===== src/rtl/hm_trn_pkg.sv =====
// Shared types and constants for the five-master TRN transmit concentrator.
package hm_trn_pkg;

  localparam int unsigned NUM_MASTERS = 5;
  localparam int unsigned OWNER_W     = 3;
  localparam int unsigned TRN_DATA_W  = 64;
  localparam int unsigned TBUF_AV_W   = 6;

  typedef logic [OWNER_W-1:0] owner_t;

  typedef enum logic [0:0] {StIdle, StBusy} conbus_state_e;

  // Every source-driven TRN field that travels from a master to the slave.
  typedef struct packed {
    logic [TRN_DATA_W-1:0] td;
    logic                  trem_n;
    logic                  tsof_n;
    logic                  teof_n;
    logic                  tsrc_rdy_n;
    logic                  tsrc_dsc_n;
    logic                  terrfwd_n;
    logic                  tstr_n;
  } trn_beat_t;

  localparam trn_beat_t BEAT_IDLE = trn_beat_t'({{TRN_DATA_W{1'b0}}, 7'h7f});

  // Index reached by stepping 'step' places past 'base' around the master ring.
  function automatic owner_t rr_index(owner_t base, int unsigned step);
    int unsigned idx;
    idx = (32'(base) + step) % NUM_MASTERS;
    return owner_t'(idx);
  endfunction

endpackage


===== src/rtl/hm_trn_conbus5_if.sv =====
// One TRN transmit link; 'master' is the TLP source side, 'slave' the sink side.
interface hm_trn_conbus5_if;
  import hm_trn_pkg::*;

  logic [TRN_DATA_W-1:0] td;
  logic                  trem_n;
  logic                  tsof_n;
  logic                  teof_n;
  logic                  tsrc_rdy_n;
  logic                  tsrc_dsc_n;
  logic                  terrfwd_n;
  logic                  tstr_n;
  logic [TBUF_AV_W-1:0]  tbuf_av;
  logic                  terr_drop_n;
  logic                  tdst_rdy_n;

  modport master (
    output td, trem_n, tsof_n, teof_n, tsrc_rdy_n, tsrc_dsc_n, terrfwd_n, tstr_n,
    input  tbuf_av, terr_drop_n, tdst_rdy_n
  );

  modport slave (
    input  td, trem_n, tsof_n, teof_n, tsrc_rdy_n, tsrc_dsc_n, terrfwd_n, tstr_n,
    output tbuf_av, terr_drop_n, tdst_rdy_n
  );

endinterface


===== src/rtl/hm_trn_rr_arb.sv =====
// Combinational round-robin pick: first requester after 'last' around the ring.
module hm_trn_rr_arb
  import hm_trn_pkg::*;
(
  input  logic [NUM_MASTERS-1:0] req,
  input  owner_t                 last,
  output logic                   valid,
  output owner_t                 winner
);

  owner_t cand;

  always_comb begin
    valid  = 1'b0;
    winner = last;
    cand   = last;
    // Step NUM_MASTERS ends on 'last' itself, so a lone previous owner still wins.
    for (int unsigned i = 1; i <= NUM_MASTERS; i++) begin
      cand = rr_index(last, i);
      if (!valid && req[cand]) begin
        valid  = 1'b1;
        winner = cand;
      end
    end
  end

endmodule


===== src/rtl/hm_trn_conbus5.sv =====
// Five-to-one TRN Tx concentrator: packet-granular round-robin grant and data mux.
module hm_trn_conbus5
  import hm_trn_pkg::*;
(
  input  logic            trn_clk,
  input  logic            trn_rst,
  hm_trn_conbus5_if.slave  m0_trn,
  hm_trn_conbus5_if.slave  m1_trn,
  hm_trn_conbus5_if.slave  m2_trn,
  hm_trn_conbus5_if.slave  m3_trn,
  hm_trn_conbus5_if.slave  m4_trn,
  hm_trn_conbus5_if.master s_trn
);

  conbus_state_e          state_q;
  owner_t                 owner_q;
  owner_t                 last_q;
  trn_beat_t              m_beat [NUM_MASTERS];
  trn_beat_t              own_beat;
  trn_beat_t              s_beat;
  logic [NUM_MASTERS-1:0] req;
  logic [NUM_MASTERS-1:0] dst_rdy_n;
  logic [NUM_MASTERS-1:0] drop_n;
  logic                   arb_valid;
  owner_t                 arb_winner;
  logic                   pkt_end;

  assign m_beat[0] = {m0_trn.td, m0_trn.trem_n, m0_trn.tsof_n, m0_trn.teof_n,
                      m0_trn.tsrc_rdy_n, m0_trn.tsrc_dsc_n, m0_trn.terrfwd_n, m0_trn.tstr_n};
  assign m_beat[1] = {m1_trn.td, m1_trn.trem_n, m1_trn.tsof_n, m1_trn.teof_n,
                      m1_trn.tsrc_rdy_n, m1_trn.tsrc_dsc_n, m1_trn.terrfwd_n, m1_trn.tstr_n};
  assign m_beat[2] = {m2_trn.td, m2_trn.trem_n, m2_trn.tsof_n, m2_trn.teof_n,
                      m2_trn.tsrc_rdy_n, m2_trn.tsrc_dsc_n, m2_trn.terrfwd_n, m2_trn.tstr_n};
  assign m_beat[3] = {m3_trn.td, m3_trn.trem_n, m3_trn.tsof_n, m3_trn.teof_n,
                      m3_trn.tsrc_rdy_n, m3_trn.tsrc_dsc_n, m3_trn.terrfwd_n, m3_trn.tstr_n};
  assign m_beat[4] = {m4_trn.td, m4_trn.trem_n, m4_trn.tsof_n, m4_trn.teof_n,
                      m4_trn.tsrc_rdy_n, m4_trn.tsrc_dsc_n, m4_trn.terrfwd_n, m4_trn.tstr_n};

  always_comb begin
    req = '0;
    for (int unsigned k = 0; k < NUM_MASTERS; k++) begin
      req[k] = ~m_beat[k].tsrc_rdy_n & ~m_beat[k].tsof_n;
    end
  end

  hm_trn_rr_arb u_arb (
    .req    (req),
    .last   (last_q),
    .valid  (arb_valid),
    .winner (arb_winner)
  );

  always_comb begin
    own_beat  = m_beat[owner_q];
    s_beat    = BEAT_IDLE;
    dst_rdy_n = '1;
    drop_n    = '1;
    if (state_q == StBusy) begin
      s_beat             = own_beat;
      dst_rdy_n[owner_q] = s_trn.tdst_rdy_n;
      drop_n[owner_q]    = s_trn.terr_drop_n;
    end
  end

  // A discontinue ends the packet even while the slave is back-pressuring.
  assign pkt_end = (state_q == StBusy) && !own_beat.tsrc_rdy_n &&
                   ((!own_beat.teof_n && !s_trn.tdst_rdy_n) || !own_beat.tsrc_dsc_n);

  always_ff @(posedge trn_clk) begin
    if (trn_rst) begin
      state_q <= StIdle;
      owner_q <= '0;
      last_q  <= OWNER_W'(NUM_MASTERS - 1);
    end else begin
      unique case (state_q)
        StIdle: begin
          if (arb_valid) begin
            state_q <= StBusy;
            owner_q <= arb_winner;
          end
        end
        StBusy: begin
          if (pkt_end) begin
            state_q <= StIdle;
            last_q  <= owner_q;
          end
        end
        default: state_q <= StIdle;
      endcase
    end
  end

  assign {s_trn.td, s_trn.trem_n, s_trn.tsof_n, s_trn.teof_n,
          s_trn.tsrc_rdy_n, s_trn.tsrc_dsc_n, s_trn.terrfwd_n, s_trn.tstr_n} = s_beat;

  assign m0_trn.tbuf_av     = s_trn.tbuf_av;
  assign m1_trn.tbuf_av     = s_trn.tbuf_av;
  assign m2_trn.tbuf_av     = s_trn.tbuf_av;
  assign m3_trn.tbuf_av     = s_trn.tbuf_av;
  assign m4_trn.tbuf_av     = s_trn.tbuf_av;
  assign m0_trn.tdst_rdy_n  = dst_rdy_n[0];
  assign m1_trn.tdst_rdy_n  = dst_rdy_n[1];
  assign m2_trn.tdst_rdy_n  = dst_rdy_n[2];
  assign m3_trn.tdst_rdy_n  = dst_rdy_n[3];
  assign m4_trn.tdst_rdy_n  = dst_rdy_n[4];
  assign m0_trn.terr_drop_n = drop_n[0];
  assign m1_trn.terr_drop_n = drop_n[1];
  assign m2_trn.terr_drop_n = drop_n[2];
  assign m3_trn.terr_drop_n = drop_n[3];
  assign m4_trn.terr_drop_n = drop_n[4];

endmodule


===== src/flat_wrapper.sv =====
// flat-port wrapper written by rule: the top's interface ports become plain ports
module hm_trn_conbus5_flat import hm_trn_pkg::*;
  (trn_clk, trn_rst, m0_trn_td, m0_trn_trem_n, m0_trn_tsof_n, m0_trn_teof_n, m0_trn_tsrc_rdy_n, m0_trn_tsrc_dsc_n, m0_trn_terrfwd_n, m0_trn_tstr_n, m0_trn_tbuf_av, m0_trn_terr_drop_n, m0_trn_tdst_rdy_n, m1_trn_td, m1_trn_trem_n, m1_trn_tsof_n, m1_trn_teof_n, m1_trn_tsrc_rdy_n, m1_trn_tsrc_dsc_n, m1_trn_terrfwd_n, m1_trn_tstr_n, m1_trn_tbuf_av, m1_trn_terr_drop_n, m1_trn_tdst_rdy_n, m2_trn_td, m2_trn_trem_n, m2_trn_tsof_n, m2_trn_teof_n, m2_trn_tsrc_rdy_n, m2_trn_tsrc_dsc_n, m2_trn_terrfwd_n, m2_trn_tstr_n, m2_trn_tbuf_av, m2_trn_terr_drop_n, m2_trn_tdst_rdy_n, m3_trn_td, m3_trn_trem_n, m3_trn_tsof_n, m3_trn_teof_n, m3_trn_tsrc_rdy_n, m3_trn_tsrc_dsc_n, m3_trn_terrfwd_n, m3_trn_tstr_n, m3_trn_tbuf_av, m3_trn_terr_drop_n, m3_trn_tdst_rdy_n, m4_trn_td, m4_trn_trem_n, m4_trn_tsof_n, m4_trn_teof_n, m4_trn_tsrc_rdy_n, m4_trn_tsrc_dsc_n, m4_trn_terrfwd_n, m4_trn_tstr_n, m4_trn_tbuf_av, m4_trn_terr_drop_n, m4_trn_tdst_rdy_n, s_trn_td, s_trn_trem_n, s_trn_tsof_n, s_trn_teof_n, s_trn_tsrc_rdy_n, s_trn_tsrc_dsc_n, s_trn_terrfwd_n, s_trn_tstr_n, s_trn_tbuf_av, s_trn_terr_drop_n, s_trn_tdst_rdy_n);
  hm_trn_conbus5_if m0_trn_i ();
  hm_trn_conbus5_if m1_trn_i ();
  hm_trn_conbus5_if m2_trn_i ();
  hm_trn_conbus5_if m3_trn_i ();
  hm_trn_conbus5_if m4_trn_i ();
  hm_trn_conbus5_if s_trn_i ();
  input  logic trn_clk;
  input  logic trn_rst;
  input wire logic [$bits(m0_trn_i.td)-1:0] m0_trn_td;
  input wire logic [$bits(m0_trn_i.trem_n)-1:0] m0_trn_trem_n;
  input wire logic [$bits(m0_trn_i.tsof_n)-1:0] m0_trn_tsof_n;
  input wire logic [$bits(m0_trn_i.teof_n)-1:0] m0_trn_teof_n;
  input wire logic [$bits(m0_trn_i.tsrc_rdy_n)-1:0] m0_trn_tsrc_rdy_n;
  input wire logic [$bits(m0_trn_i.tsrc_dsc_n)-1:0] m0_trn_tsrc_dsc_n;
  input wire logic [$bits(m0_trn_i.terrfwd_n)-1:0] m0_trn_terrfwd_n;
  input wire logic [$bits(m0_trn_i.tstr_n)-1:0] m0_trn_tstr_n;
  output wire logic [$bits(m0_trn_i.tbuf_av)-1:0] m0_trn_tbuf_av;
  output wire logic [$bits(m0_trn_i.terr_drop_n)-1:0] m0_trn_terr_drop_n;
  output wire logic [$bits(m0_trn_i.tdst_rdy_n)-1:0] m0_trn_tdst_rdy_n;
  input wire logic [$bits(m1_trn_i.td)-1:0] m1_trn_td;
  input wire logic [$bits(m1_trn_i.trem_n)-1:0] m1_trn_trem_n;
  input wire logic [$bits(m1_trn_i.tsof_n)-1:0] m1_trn_tsof_n;
  input wire logic [$bits(m1_trn_i.teof_n)-1:0] m1_trn_teof_n;
  input wire logic [$bits(m1_trn_i.tsrc_rdy_n)-1:0] m1_trn_tsrc_rdy_n;
  input wire logic [$bits(m1_trn_i.tsrc_dsc_n)-1:0] m1_trn_tsrc_dsc_n;
  input wire logic [$bits(m1_trn_i.terrfwd_n)-1:0] m1_trn_terrfwd_n;
  input wire logic [$bits(m1_trn_i.tstr_n)-1:0] m1_trn_tstr_n;
  output wire logic [$bits(m1_trn_i.tbuf_av)-1:0] m1_trn_tbuf_av;
  output wire logic [$bits(m1_trn_i.terr_drop_n)-1:0] m1_trn_terr_drop_n;
  output wire logic [$bits(m1_trn_i.tdst_rdy_n)-1:0] m1_trn_tdst_rdy_n;
  input wire logic [$bits(m2_trn_i.td)-1:0] m2_trn_td;
  input wire logic [$bits(m2_trn_i.trem_n)-1:0] m2_trn_trem_n;
  input wire logic [$bits(m2_trn_i.tsof_n)-1:0] m2_trn_tsof_n;
  input wire logic [$bits(m2_trn_i.teof_n)-1:0] m2_trn_teof_n;
  input wire logic [$bits(m2_trn_i.tsrc_rdy_n)-1:0] m2_trn_tsrc_rdy_n;
  input wire logic [$bits(m2_trn_i.tsrc_dsc_n)-1:0] m2_trn_tsrc_dsc_n;
  input wire logic [$bits(m2_trn_i.terrfwd_n)-1:0] m2_trn_terrfwd_n;
  input wire logic [$bits(m2_trn_i.tstr_n)-1:0] m2_trn_tstr_n;
  output wire logic [$bits(m2_trn_i.tbuf_av)-1:0] m2_trn_tbuf_av;
  output wire logic [$bits(m2_trn_i.terr_drop_n)-1:0] m2_trn_terr_drop_n;
  output wire logic [$bits(m2_trn_i.tdst_rdy_n)-1:0] m2_trn_tdst_rdy_n;
  input wire logic [$bits(m3_trn_i.td)-1:0] m3_trn_td;
  input wire logic [$bits(m3_trn_i.trem_n)-1:0] m3_trn_trem_n;
  input wire logic [$bits(m3_trn_i.tsof_n)-1:0] m3_trn_tsof_n;
  input wire logic [$bits(m3_trn_i.teof_n)-1:0] m3_trn_teof_n;
  input wire logic [$bits(m3_trn_i.tsrc_rdy_n)-1:0] m3_trn_tsrc_rdy_n;
  input wire logic [$bits(m3_trn_i.tsrc_dsc_n)-1:0] m3_trn_tsrc_dsc_n;
  input wire logic [$bits(m3_trn_i.terrfwd_n)-1:0] m3_trn_terrfwd_n;
  input wire logic [$bits(m3_trn_i.tstr_n)-1:0] m3_trn_tstr_n;
  output wire logic [$bits(m3_trn_i.tbuf_av)-1:0] m3_trn_tbuf_av;
  output wire logic [$bits(m3_trn_i.terr_drop_n)-1:0] m3_trn_terr_drop_n;
  output wire logic [$bits(m3_trn_i.tdst_rdy_n)-1:0] m3_trn_tdst_rdy_n;
  input wire logic [$bits(m4_trn_i.td)-1:0] m4_trn_td;
  input wire logic [$bits(m4_trn_i.trem_n)-1:0] m4_trn_trem_n;
  input wire logic [$bits(m4_trn_i.tsof_n)-1:0] m4_trn_tsof_n;
  input wire logic [$bits(m4_trn_i.teof_n)-1:0] m4_trn_teof_n;
  input wire logic [$bits(m4_trn_i.tsrc_rdy_n)-1:0] m4_trn_tsrc_rdy_n;
  input wire logic [$bits(m4_trn_i.tsrc_dsc_n)-1:0] m4_trn_tsrc_dsc_n;
  input wire logic [$bits(m4_trn_i.terrfwd_n)-1:0] m4_trn_terrfwd_n;
  input wire logic [$bits(m4_trn_i.tstr_n)-1:0] m4_trn_tstr_n;
  output wire logic [$bits(m4_trn_i.tbuf_av)-1:0] m4_trn_tbuf_av;
  output wire logic [$bits(m4_trn_i.terr_drop_n)-1:0] m4_trn_terr_drop_n;
  output wire logic [$bits(m4_trn_i.tdst_rdy_n)-1:0] m4_trn_tdst_rdy_n;
  output wire logic [$bits(s_trn_i.td)-1:0] s_trn_td;
  output wire logic [$bits(s_trn_i.trem_n)-1:0] s_trn_trem_n;
  output wire logic [$bits(s_trn_i.tsof_n)-1:0] s_trn_tsof_n;
  output wire logic [$bits(s_trn_i.teof_n)-1:0] s_trn_teof_n;
  output wire logic [$bits(s_trn_i.tsrc_rdy_n)-1:0] s_trn_tsrc_rdy_n;
  output wire logic [$bits(s_trn_i.tsrc_dsc_n)-1:0] s_trn_tsrc_dsc_n;
  output wire logic [$bits(s_trn_i.terrfwd_n)-1:0] s_trn_terrfwd_n;
  output wire logic [$bits(s_trn_i.tstr_n)-1:0] s_trn_tstr_n;
  input wire logic [$bits(s_trn_i.tbuf_av)-1:0] s_trn_tbuf_av;
  input wire logic [$bits(s_trn_i.terr_drop_n)-1:0] s_trn_terr_drop_n;
  input wire logic [$bits(s_trn_i.tdst_rdy_n)-1:0] s_trn_tdst_rdy_n;
  assign m0_trn_i.td = m0_trn_td;
  assign m0_trn_i.trem_n = m0_trn_trem_n;
  assign m0_trn_i.tsof_n = m0_trn_tsof_n;
  assign m0_trn_i.teof_n = m0_trn_teof_n;
  assign m0_trn_i.tsrc_rdy_n = m0_trn_tsrc_rdy_n;
  assign m0_trn_i.tsrc_dsc_n = m0_trn_tsrc_dsc_n;
  assign m0_trn_i.terrfwd_n = m0_trn_terrfwd_n;
  assign m0_trn_i.tstr_n = m0_trn_tstr_n;
  assign m0_trn_tbuf_av = m0_trn_i.tbuf_av;
  assign m0_trn_terr_drop_n = m0_trn_i.terr_drop_n;
  assign m0_trn_tdst_rdy_n = m0_trn_i.tdst_rdy_n;
  assign m1_trn_i.td = m1_trn_td;
  assign m1_trn_i.trem_n = m1_trn_trem_n;
  assign m1_trn_i.tsof_n = m1_trn_tsof_n;
  assign m1_trn_i.teof_n = m1_trn_teof_n;
  assign m1_trn_i.tsrc_rdy_n = m1_trn_tsrc_rdy_n;
  assign m1_trn_i.tsrc_dsc_n = m1_trn_tsrc_dsc_n;
  assign m1_trn_i.terrfwd_n = m1_trn_terrfwd_n;
  assign m1_trn_i.tstr_n = m1_trn_tstr_n;
  assign m1_trn_tbuf_av = m1_trn_i.tbuf_av;
  assign m1_trn_terr_drop_n = m1_trn_i.terr_drop_n;
  assign m1_trn_tdst_rdy_n = m1_trn_i.tdst_rdy_n;
  assign m2_trn_i.td = m2_trn_td;
  assign m2_trn_i.trem_n = m2_trn_trem_n;
  assign m2_trn_i.tsof_n = m2_trn_tsof_n;
  assign m2_trn_i.teof_n = m2_trn_teof_n;
  assign m2_trn_i.tsrc_rdy_n = m2_trn_tsrc_rdy_n;
  assign m2_trn_i.tsrc_dsc_n = m2_trn_tsrc_dsc_n;
  assign m2_trn_i.terrfwd_n = m2_trn_terrfwd_n;
  assign m2_trn_i.tstr_n = m2_trn_tstr_n;
  assign m2_trn_tbuf_av = m2_trn_i.tbuf_av;
  assign m2_trn_terr_drop_n = m2_trn_i.terr_drop_n;
  assign m2_trn_tdst_rdy_n = m2_trn_i.tdst_rdy_n;
  assign m3_trn_i.td = m3_trn_td;
  assign m3_trn_i.trem_n = m3_trn_trem_n;
  assign m3_trn_i.tsof_n = m3_trn_tsof_n;
  assign m3_trn_i.teof_n = m3_trn_teof_n;
  assign m3_trn_i.tsrc_rdy_n = m3_trn_tsrc_rdy_n;
  assign m3_trn_i.tsrc_dsc_n = m3_trn_tsrc_dsc_n;
  assign m3_trn_i.terrfwd_n = m3_trn_terrfwd_n;
  assign m3_trn_i.tstr_n = m3_trn_tstr_n;
  assign m3_trn_tbuf_av = m3_trn_i.tbuf_av;
  assign m3_trn_terr_drop_n = m3_trn_i.terr_drop_n;
  assign m3_trn_tdst_rdy_n = m3_trn_i.tdst_rdy_n;
  assign m4_trn_i.td = m4_trn_td;
  assign m4_trn_i.trem_n = m4_trn_trem_n;
  assign m4_trn_i.tsof_n = m4_trn_tsof_n;
  assign m4_trn_i.teof_n = m4_trn_teof_n;
  assign m4_trn_i.tsrc_rdy_n = m4_trn_tsrc_rdy_n;
  assign m4_trn_i.tsrc_dsc_n = m4_trn_tsrc_dsc_n;
  assign m4_trn_i.terrfwd_n = m4_trn_terrfwd_n;
  assign m4_trn_i.tstr_n = m4_trn_tstr_n;
  assign m4_trn_tbuf_av = m4_trn_i.tbuf_av;
  assign m4_trn_terr_drop_n = m4_trn_i.terr_drop_n;
  assign m4_trn_tdst_rdy_n = m4_trn_i.tdst_rdy_n;
  assign s_trn_td = s_trn_i.td;
  assign s_trn_trem_n = s_trn_i.trem_n;
  assign s_trn_tsof_n = s_trn_i.tsof_n;
  assign s_trn_teof_n = s_trn_i.teof_n;
  assign s_trn_tsrc_rdy_n = s_trn_i.tsrc_rdy_n;
  assign s_trn_tsrc_dsc_n = s_trn_i.tsrc_dsc_n;
  assign s_trn_terrfwd_n = s_trn_i.terrfwd_n;
  assign s_trn_tstr_n = s_trn_i.tstr_n;
  assign s_trn_i.tbuf_av = s_trn_tbuf_av;
  assign s_trn_i.terr_drop_n = s_trn_terr_drop_n;
  assign s_trn_i.tdst_rdy_n = s_trn_tdst_rdy_n;
  hm_trn_conbus5 u_core (.trn_clk(trn_clk), .trn_rst(trn_rst), .m0_trn(m0_trn_i), .m1_trn(m1_trn_i), .m2_trn(m2_trn_i), .m3_trn(m3_trn_i), .m4_trn(m4_trn_i), .s_trn(s_trn_i));
endmodule

===== config.mk =====
export PLATFORM = sky130hd
export DESIGN_NAME = hm_trn_conbus5_flat
export DESIGN_NICKNAME = d
export VERILOG_FILES = /design/src/rtl/hm_trn_pkg.sv /design/src/rtl/hm_trn_conbus5_if.sv /design/src/rtl/hm_trn_rr_arb.sv /design/src/rtl/hm_trn_conbus5.sv /design/src/flat_wrapper.sv
export SDC_FILE = /design/constraint.sdc
export NUM_CORES = 1
export LEC_CHECK = 0
export ABC_AREA = 1
export CAP_MARGIN = 20
export CORE_AREA = 10 10 176 178
export CTS_CLUSTER_DIAMETER = 30
export CTS_CLUSTER_SIZE = 28
export DETAILED_ROUTE_END_ITERATION = 8
export DIE_AREA = 0 0 186 188
export DONT_BUFFER_PORTS = 1
export SETUP_SLACK_MARGIN = 0.15
export SYNTH_ARGS = -nofsm -noshare
export SYNTH_HDL_FRONTEND = slang
export SYNTH_SLANG_ARGS = --single-unit

===== constraint.sdc =====
create_clock -name trn_clk -period 4.5 [get_ports trn_clk]
set_input_delay 0.45 -clock trn_clk [delete_from_list [all_inputs] [get_ports trn_clk]]
set_output_delay 0.45 -clock trn_clk [all_outputs]
set_load 0.02 [all_outputs]

Word-level counts from Yosys, hierarchy flattened. Cells that the tools add are included.

Word-level logic and storage cells: 91. Register bits: 7. Bits of input ports: 365. Output and inout bits: 111.

Reduce and logical (&&, ||, !) cells: 19. Div/mod/pow operators: 5. $add $sub $neg: 5. Multiplexer cells: 31. Magnitude comparators: 8. Bitwise operators: 20.

Operators with widths (number): 71-bit binary-select mux with 3-bit select (1); 71-bit two-way mux (3); 32-bit by 3-bit remainder unit with 32-bit output (second input constant) (5); 3-bit by 4-bit < comparator with 1-bit output (second input constant) (6); 1-bit binary-select mux with 3-bit select (5); 3-bit two-way mux (5); 1-bit two-way mux (13); 1-bit NOT (11); 5-bit two-way mux (2); 5-bit OR (2); 3-bit by 2-bit adder with 4-bit output (second input constant) (2); 3-bit by 3-bit adder with 4-bit output (second input constant) (2); 1-bit logical AND (8); 1-bit logical NOT (8); 1-bit bitwise AND (5); 5-bit NOT (1); 3-bit by 1-bit adder with 4-bit output (second input constant) (1); 4-bit greater-or-equal comparator (second input constant) (1); 3-bit NOT with 4-bit output (1); 2-bit AND reduction (2); 1-bit demux with 3-bit select (1); 3-bit by 1-bit greater-or-equal comparator with 1-bit output (second input constant) (1); 1-bit case mux with 2 select lines (1); 1-bit logical OR (1).

Logic depth before layout (Yosys ltp). Gate-level depths: netlist of run 1.

Word-level depth: 19. Depth in mapped cells: 28. Mapped depth without buffers: 28.

Modules after synthesis. From an unflattened synthesis of run 1, not the netlist that was laid out.

Cells, all modules: 805. Area, all modules: 4480.5 um^2.

Modules (own cells, without submodules): hm_trn_conbus5 (area each 2815.2 um^2, seq. area each 140.1 um^2, instances 1, cells an instance 512); hm_trn_rr_arb (area each 1665.3 um^2, seq. area each 0.0 um^2, instances 1, cells an instance 293).

Worst setup path after synthesis of run 1. No wires, ideal clock.

Path type: register to register. Start: register u_core.last_q[0]. End: register u_core.owner_q[0]. Slack: 1174 ps. Data arrival time: 3213 ps. Required time: 4387 ps. Period minus slack after synthesis: 3326 ps. Path buffers: 0. Stages on the path, launching flop included: 25. Library setup time: 113 ps. Cells stage by stage: dfxtp_1 inv_2 ha_1 ha_1 inv_1 nand4_1 nand2_1 xor2_1 ha_1 inv_1 or2_2 nand2_2 nand2_2 nand2_1 nand2_1 nand2_1 nand3_1 nand2_1 o21ai_1 o21ai_0 nand2_1 nand2_1 nand3_1 nand2_1 nor2_1.

Cells in the longest elaborated chain, start to end: 18. Elaborated cells on any way between the ends: 39. Those cells by class: add/sub: 5; div: 5; mux: 20; reduce/logical: 9.

Ends and longest elaborated chain: start, declared (line hm_trn_conbus5.sv:17) `owner_t last_q;`; start signal, assigned (line hm_trn_conbus5.sv:73) `last_q <= OWNER_W'(NUM_MASTERS - 1);`; start signal, assigned (line hm_trn_conbus5.sv:85) `last_q <= owner_q;`; 3-bit by 1-bit adder with 4-bit output (line hm_trn_pkg.sv:30) `idx = (32'(base) + step) % NUM_MASTERS;`; 32-bit by 3-bit remainder unit with 32-bit output (line hm_trn_pkg.sv:30); 1-bit binary-select mux with 3-bit select (line hm_trn_rr_arb.sv:20) `if (!valid && req[cand]) begin`; 1-bit two-way mux (not written as such) (line hm_trn_rr_arb.sv:20); 1-bit two-way mux (line hm_trn_rr_arb.sv:20); 1-bit logical NOT (line hm_trn_rr_arb.sv:20); 1-bit logical AND (line hm_trn_rr_arb.sv:20); 1-bit two-way mux (line hm_trn_rr_arb.sv:20); [... 2 more ...]; 1-bit two-way mux (line hm_trn_rr_arb.sv:20); 1-bit logical NOT (line hm_trn_rr_arb.sv:20); 1-bit logical AND (line hm_trn_rr_arb.sv:20); 1-bit two-way mux (line hm_trn_rr_arb.sv:20); 1-bit logical NOT (line hm_trn_rr_arb.sv:20); 1-bit logical AND (line hm_trn_rr_arb.sv:20); 1-bit two-way mux (line hm_trn_rr_arb.sv:20); 2-bit AND reduction (no line); end signal, assigned (line hm_trn_conbus5.sv:79) `owner_q <= arb_winner;`; end, declared (line hm_trn_conbus5.sv:16) `owner_t owner_q;`.

Several ways; a longest one is shown, not always the timed one. The select of a mux whose other input is x is not followed. A chain may end at the register's enable or synchronous reset.

Worst setup path after layout of run 1.
Start: register u_core.last_q[1]. End: register u_core.owner_q[1].

The elaborated chain is that of the path after synthesis.

==> results.sh, run 1 <==
export IMPL_status="finished, final reports clean"
export IMPL_rsz0062_at_grt="false"
export IMPL_syn_instance_count=771
export IMPL_worstPathMaxFanout=9
export IMPL_fin_crit_ns=3.75
export IMPL_antenna_found_initial=7
export IMPL_crit_path_start_kind="register"
export IMPL_root_buffer="clkbuf_16"
export IMPL_worstPathRequired_ns=4.63
export IMPL_grt_first_pass_wirelength_um=47600
export IMPL_io_pins=476
export IMPL_nFillCells=3183
export IMPL_setup_tns_ns=0
export IMPL_area_growth_pct=9.36
export IMPL_first_pass_iters=7
export IMPL_place_area_um2=4790
export IMPL_antenna_left=0
export IMPL_end_kind="register"
export IMPL_clockBufferDepth=2
export IMPL_clk_pin_slew_ns=0.04
export IMPL_clock_fmax_ghz=0.266
export IMPL_ys_types=42
export IMPL_fin_util=0.178
export IMPL_holdWs_ns=0.272
export IMPL_arrival_ns=3.89
export IMPL_cts_resized=0
export IMPL_die_h_um=188
export IMPL_std_cell_rows=61
export IMPL_synth_seq_cells=7
export IMPL_drt_iter0_drc=701
export IMPL_cts_setup_buffers=0
export IMPL_grt_pass1_vias=5845
export IMPL_yosys_area_top_type="nand2_1"
export IMPL_drive_gt1_frac=0.169
export IMPL_stdcell_count=1087
export IMPL_grt_max_degree=73
export IMPL_numCtsBuffers=3
export IMPL_cts_sinks=7
export IMPL_period_share=0.834
export IMPL_gp_congestion=0.894
export IMPL_hold_viol_final=0
export IMPL_wl_um=36000
export IMPL_avgSynthCellArea_um2=5.79
export IMPL_initial_core_util=0.162
export IMPL_cellPowerDensity_nw_per_um2=1040
export IMPL_final_cell_area_um2=4880
export IMPL_synth_area_um2=4460
export IMPL_grt_total_usage=0.191
export IMPL_syn_nets=1155
export IMPL_hp_class="input port to register"
export IMPL_finalSetupViolations=0
export IMPL_crit_type="register to register"
export IMPL_via_count=5824
export IMPL_dieArea_um2=35000
export IMPL_coreArea_um2=27500
export IMPL_die_width_um=186
export IMPL_holdBufCountCts=0
export IMPL_portBuffers=0
export IMPL_fin_worst_skew_ns=0.00197
export IMPL_synth_top_area_share=0.243
export IMPL_tritoncts="built"
export IMPL_seq_area_frac_synth=0.0314
export IMPL_gr_total_overflow=0
export IMPL_maxSlewViolCount=0
export IMPL_yosysWarnings=0
export IMPL_viasPerCell=5.36
export IMPL_drc=0
export IMPL_yosys_top_cells_area="nand2_1, a41oi_1, a22oi_1"
export IMPL_maxCapViolations=0
export IMPL_slew_headroom=0.281
export IMPL_clock_latency_ns=0.24
export IMPL_post_drt_wl_per_cell_um=33.2
export IMPL_place_inst=1080
export IMPL_ir_drop_uv=273
export IMPL_ctsHtreeMaxLevel=1
export IMPL_p_leak_nw=1.79
export IMPL_hpwl_um=32500
export IMPL_nets=1123
export IMPL_worstMarginPinSlew_ns=1.06
metal layers:
layer  track usage  share of wire  up-vias
met5             0        0.00019        -
met2         0.379           0.57      452
met3        0.0474          0.091       27
met4        0.0301          0.011        2
met1         0.196           0.33     2736
li1              -              -     2607
cell type report:
type | count | area (um^2) | share of cell area
tap | 346 | 433 | 0.0887
inverter | 63 | 239 | 0.0490
antenna | 3 | 7.51 | 0.00154
timing repair buffer | 37 | 278 | 0.0569
sequential | 7 | 140 | 0.0287
multi-input combinational | 627 | 3700 | 0.759
clock buffer | 4 | 78.8 | 0.0161
sequential cells by signal, summed over array words and instances, names as in the netlist:
name            count
u_core.owner_q      3
u_core.state_q      1
u_core.last_q       3
report_power, final:
group / internal (mW) / total (mW) / switching [mW] / leakage [nW]
Sequential: 0.0910 / 0.148 / 0.0571 / 0.0578
Combinational: 1.42 / 4.79 / 3.37 / 1.70
Clock: 0.119 / 0.161 / 0.0420 / 0.0382
Total: 1.63 / 5.10 / 3.47 / 1.79
cell usage after synthesis (all sizes together):
cell    count
a22o        5
a41oi      64
o211ai      5
inv        63
nand4      14
xnor2       2
and2        1
nor4        1
a221oi      3
a21oi      18
xor2        3
nor3        5
o21ai      15
nor2       29
or2         1
a31oi       1
ha         19
nand2     325
dfxtp       7
a21boi      1
a22oi      64
clkbuf     42
buf        32
nand3b      2
nand3      49
placed cells by master, fill, tap and decap left out, types with 19 or more instances in the layout:
| master | instances |
|---|---|
| a41oi_1 | 64 |
| inv_1 | 50 |
| nand2_2 | 26 |
| nand3_1 | 36 |
| buf_4 | 37 |
| nor2_1 | 25 |
| a22oi_1 | 64 |
| nand2_1 | 289 |
| ha_1 | 19 |
worst max-delay path, cell delays in order, from the launching register on:
cell	delay [ns]
dfxtp_1	0.50
inv_1	0.23
ha_1	0.45
ha_1	0.25
inv_1	0.08
nand4_1	0.12
nand2_1	0.09
xor2_1	0.25
ha_1	0.19
inv_1	0.05
or2_2	0.28
nand2_2	0.11
nand2_2	0.09
nand2_1	0.09
nand2_1	0.09
nand2_1	0.07
nand3_1	0.06
nand2_1	0.09
nand2_1	0.07
nand2_1	0.08
nand3_1	0.08
o211ai_1	0.09
nand4_1	0.12
nand2_1	0.08
nor2_1	0.04
path summary, 6_finish.rpt:
| kind | start | to | slack [ns] | depth (start not counted) |
|---|---|---|---|---|
| hold reg to reg | u_core.state_q | u_core.state_q | 0.55 | 2 |
| setup reg to reg | u_core.last_q[1] | u_core.owner_q[1] | 0.75 | 24 |
| hold / removal | trn_rst | u_core.owner_q[2] | 0.27 | 1 |
| setup / recovery | u_core.last_q[1] | u_core.owner_q[1] | 0.75 | 24 |
logic make-up (layout without fill, tap and decap cells):
| group | after synthesis | in the layout | synth area share |
|---|---|---|---|
| fa+ha+maj | 19 | 19 | 0.0533 |
| buf+inv | 137 | 104 | 0.143 |
| flops | 7 | 7 | 0.0314 |
| compound gates | 176 | 176 | 0.307 |
| xor+xnor | 5 | 5 | 0.0115 |
| other cells | 0 | 3 | 0 |
| simple gates | 427 | 427 | 0.454 |
per-stage QoR:
stage | total power, mW | setup WS [ns]
2_1_floorplan | 3.69 | 1.17
3_3_place_gp | 4.90 | 0.957
3_5_place_dp | 4.97 | 0.795
4_1_cts | 5.14 | 0.760
5_1_grt | 5.62 | 0.319
6_report | 5.10 | 0.746
No activity file was read; power rests on OpenSTA's default activity.
==> inputs of run 2 (changes only) <==
==> constraint.sdc (replaced) <==
create_clock -name trn_clk -period 3.8 [get_ports trn_clk]
set_input_delay 0.38 -clock trn_clk [delete_from_list [all_inputs] [get_ports trn_clk]]
set_output_delay 0.38 -clock trn_clk [all_outputs]
set_load 0.02 [all_outputs]
==> run 2 against run 1 <==
- via count increased by 2.8%
- final cell count increased by 2.2%
- sequential power increased by 22%
- register-to-register slack got worse by 0.29 ns
- critical path depth unchanged
- design area increased by 4.4%
- wire length increased by 1.4%
- clock power increased by 17%
- maximum frequency increased by 12%
- die area unchanged
- combinational power increased by 24%
- critical endpoint unchanged
- largest cell class unchanged
==> results.sh, run 2 (synthesis gave the netlist of run 1 again) <==
export IMPL_viasPerCell=5.39
export IMPL_layout_commonest_cell="nand2_1"
export IMPL_gr_total_overflow=0
export IMPL_setup_tns_ns=0
export IMPL_reg_top3="u_core.last_q (3), u_core.owner_q (3), u_core.state_q (1)"
export IMPL_clock_fmax_ghz=0.299
export IMPL_hold_viol_final=0
export IMPL_clock_latency_ns=0.24
export IMPL_period_share=0.880
export IMPL_arrival_ns=3.47
export IMPL_fin_worst_skew_ns=0.00762
export IMPL_ir_drop_uv=424
export IMPL_antenna_found_initial=7
export IMPL_maxCapViolations=0
export IMPL_nFillCells=3200
export IMPL_nets=1147
export IMPL_first_pass_iters=6
export IMPL_std_cell_rows=61
export IMPL_via_count=5987
export IMPL_clk_pin_slew_ns=0.04
export IMPL_area_growth_pct=14.2
export IMPL_gp_congestion=0.915
export IMPL_hp_class="input port to register"
export IMPL_place_inst=1099
export IMPL_cellPowerDensity_nw_per_um2=1230
export IMPL_tritoncts="built"
export IMPL_fin_crit_ns=3.34
export IMPL_wl_um=36500
export IMPL_slew_headroom=0.353
export IMPL_grt_pass1_vias=6060
export IMPL_r2r_start="u_core.last_q[1]"
export IMPL_antenna_left=0
export IMPL_die_width_um=186
export IMPL_holdBufCountCts=0
export IMPL_portBuffers=0
export IMPL_drt_iter0_drc=661
export IMPL_layout_common_cells="nand2_1, a22oi_1, a41oi_1"
export IMPL_stdcell_count=1111
export IMPL_cts_sinks=7
export IMPL_ctsHtreeMaxLevel=1
export IMPL_root_buffer="clkbuf_16"
export IMPL_worstMarginPinSlew_ns=0.969
export IMPL_grt_max_degree=55
export IMPL_dieArea_um2=35000
export IMPL_maxSlewViolCount=0
export IMPL_status="finished, final reports clean"
export IMPL_numCtsBuffers=3
export IMPL_rsz0062_at_grt="true"
export IMPL_coreArea_um2=27500
export IMPL_worstPathRequired_ns=3.93
export IMPL_initial_core_util=0.162
export IMPL_io_pins=476
export IMPL_finalSetupViolations=0
export IMPL_drive_gt1_frac=0.207
export IMPL_die_h_um=188
export IMPL_drc=0
export IMPL_post_drt_wl_per_cell_um=32.9
export IMPL_worstHoldStart="trn_rst"
export IMPL_worstSetupStartpoint="u_core.last_q[1]"
export IMPL_hpwl_um=33000
export IMPL_grt_first_pass_wirelength_um=48700
export IMPL_clockBufferDepth=2
export IMPL_p_leak_nw=1.92
export IMPL_worstPathMaxFanout=6
export IMPL_crit_path_start_kind="register"
export IMPL_end_kind="register"
export IMPL_crit_type="register to register"
export IMPL_grt_total_usage=0.195
## run 2: layout make-up
class	count	area, um^2	area share
multi-input combinational	627	3730	0.732
timing repair buffer	61	458	0.0899
tap	346	433	0.0849
inverter	63	243	0.0476
sequential	7	146	0.0287
clock buffer	4	78.8	0.0155
antenna	3	7.51	0.00147
## run 2: power by group
part | internal, mW | leakage (nW) | switching, mW
clock network | 0.141 | 0.0382 | 0.0487
logic | 1.84 | 1.82 | 4.09
registers | 0.112 | 0.0586 | 0.0672
## run 2: path summary, 6_finish.rpt
path / endpoint / slack, ns / cells past startpoint
setup / recovery: u_core.owner_q[1] / 0.46 / 24
hold / removal: u_core.owner_q[2] / 0.21 / 1
setup reg to reg: u_core.owner_q[1] / 0.46 / 24
hold reg to reg: u_core.state_q / 0.56 / 2
## run 2: what timing repair did
item                                    in CTS  in global routing
gates resized for setup                      1                 10
buffers inserted                             0                  5
endpoints found under the setup margin       2                  4
pin swaps                                    0                  4
## run 2: per-layer routing
layer	wire [um]	vias to the layer above	part of all wire	global-route usage
met5	13	-	0.00036	0
li1	-	2650	-	-
met2	20600	456	0.56	0.383
met4	472	2	0.013	0.0360
met3	3390	27	0.093	0.0479
met1	12100	2852	0.33	0.202
## run 2: metrics by stage
stage          worst slack [ns]  area (um^2)  total power [mW]  hold WS, ns   util
2_1_floorplan             0.474         4460              4.37        0.442      -
3_3_place_gp              0.300         4940              5.97        0.447  0.180
3_5_place_dp              0.178         4940              6.03        0.447  0.180
4_1_cts                   0.191         5020              6.24        0.206  0.183
5_1_grt                   0.113         5100              6.94        0.205  0.185
6_report                  0.458         5100              6.29        0.208  0.185
## run 2: worst max-delay path, cell delays in order (launching register included)
cell        delay, ns
dfxtp_4          0.39
clkinvlp_4       0.13
ha_1             0.30
ha_1             0.20
inv_1            0.07
nand4_1          0.13
nand2_2          0.12
xor2_2           0.20
ha_1             0.18
inv_1            0.06
or2_2            0.28
nand2_2          0.10
nand2_2          0.08
nand2_1          0.09
nand2_1          0.09
nand2_1          0.07
nand3_1          0.08
nand2_1          0.10
nand2_1          0.07
nand2_1          0.08
nand3_1          0.08
o211ai_1         0.10
nand4_1          0.12
nand2_1          0.08
nor2_1           0.04
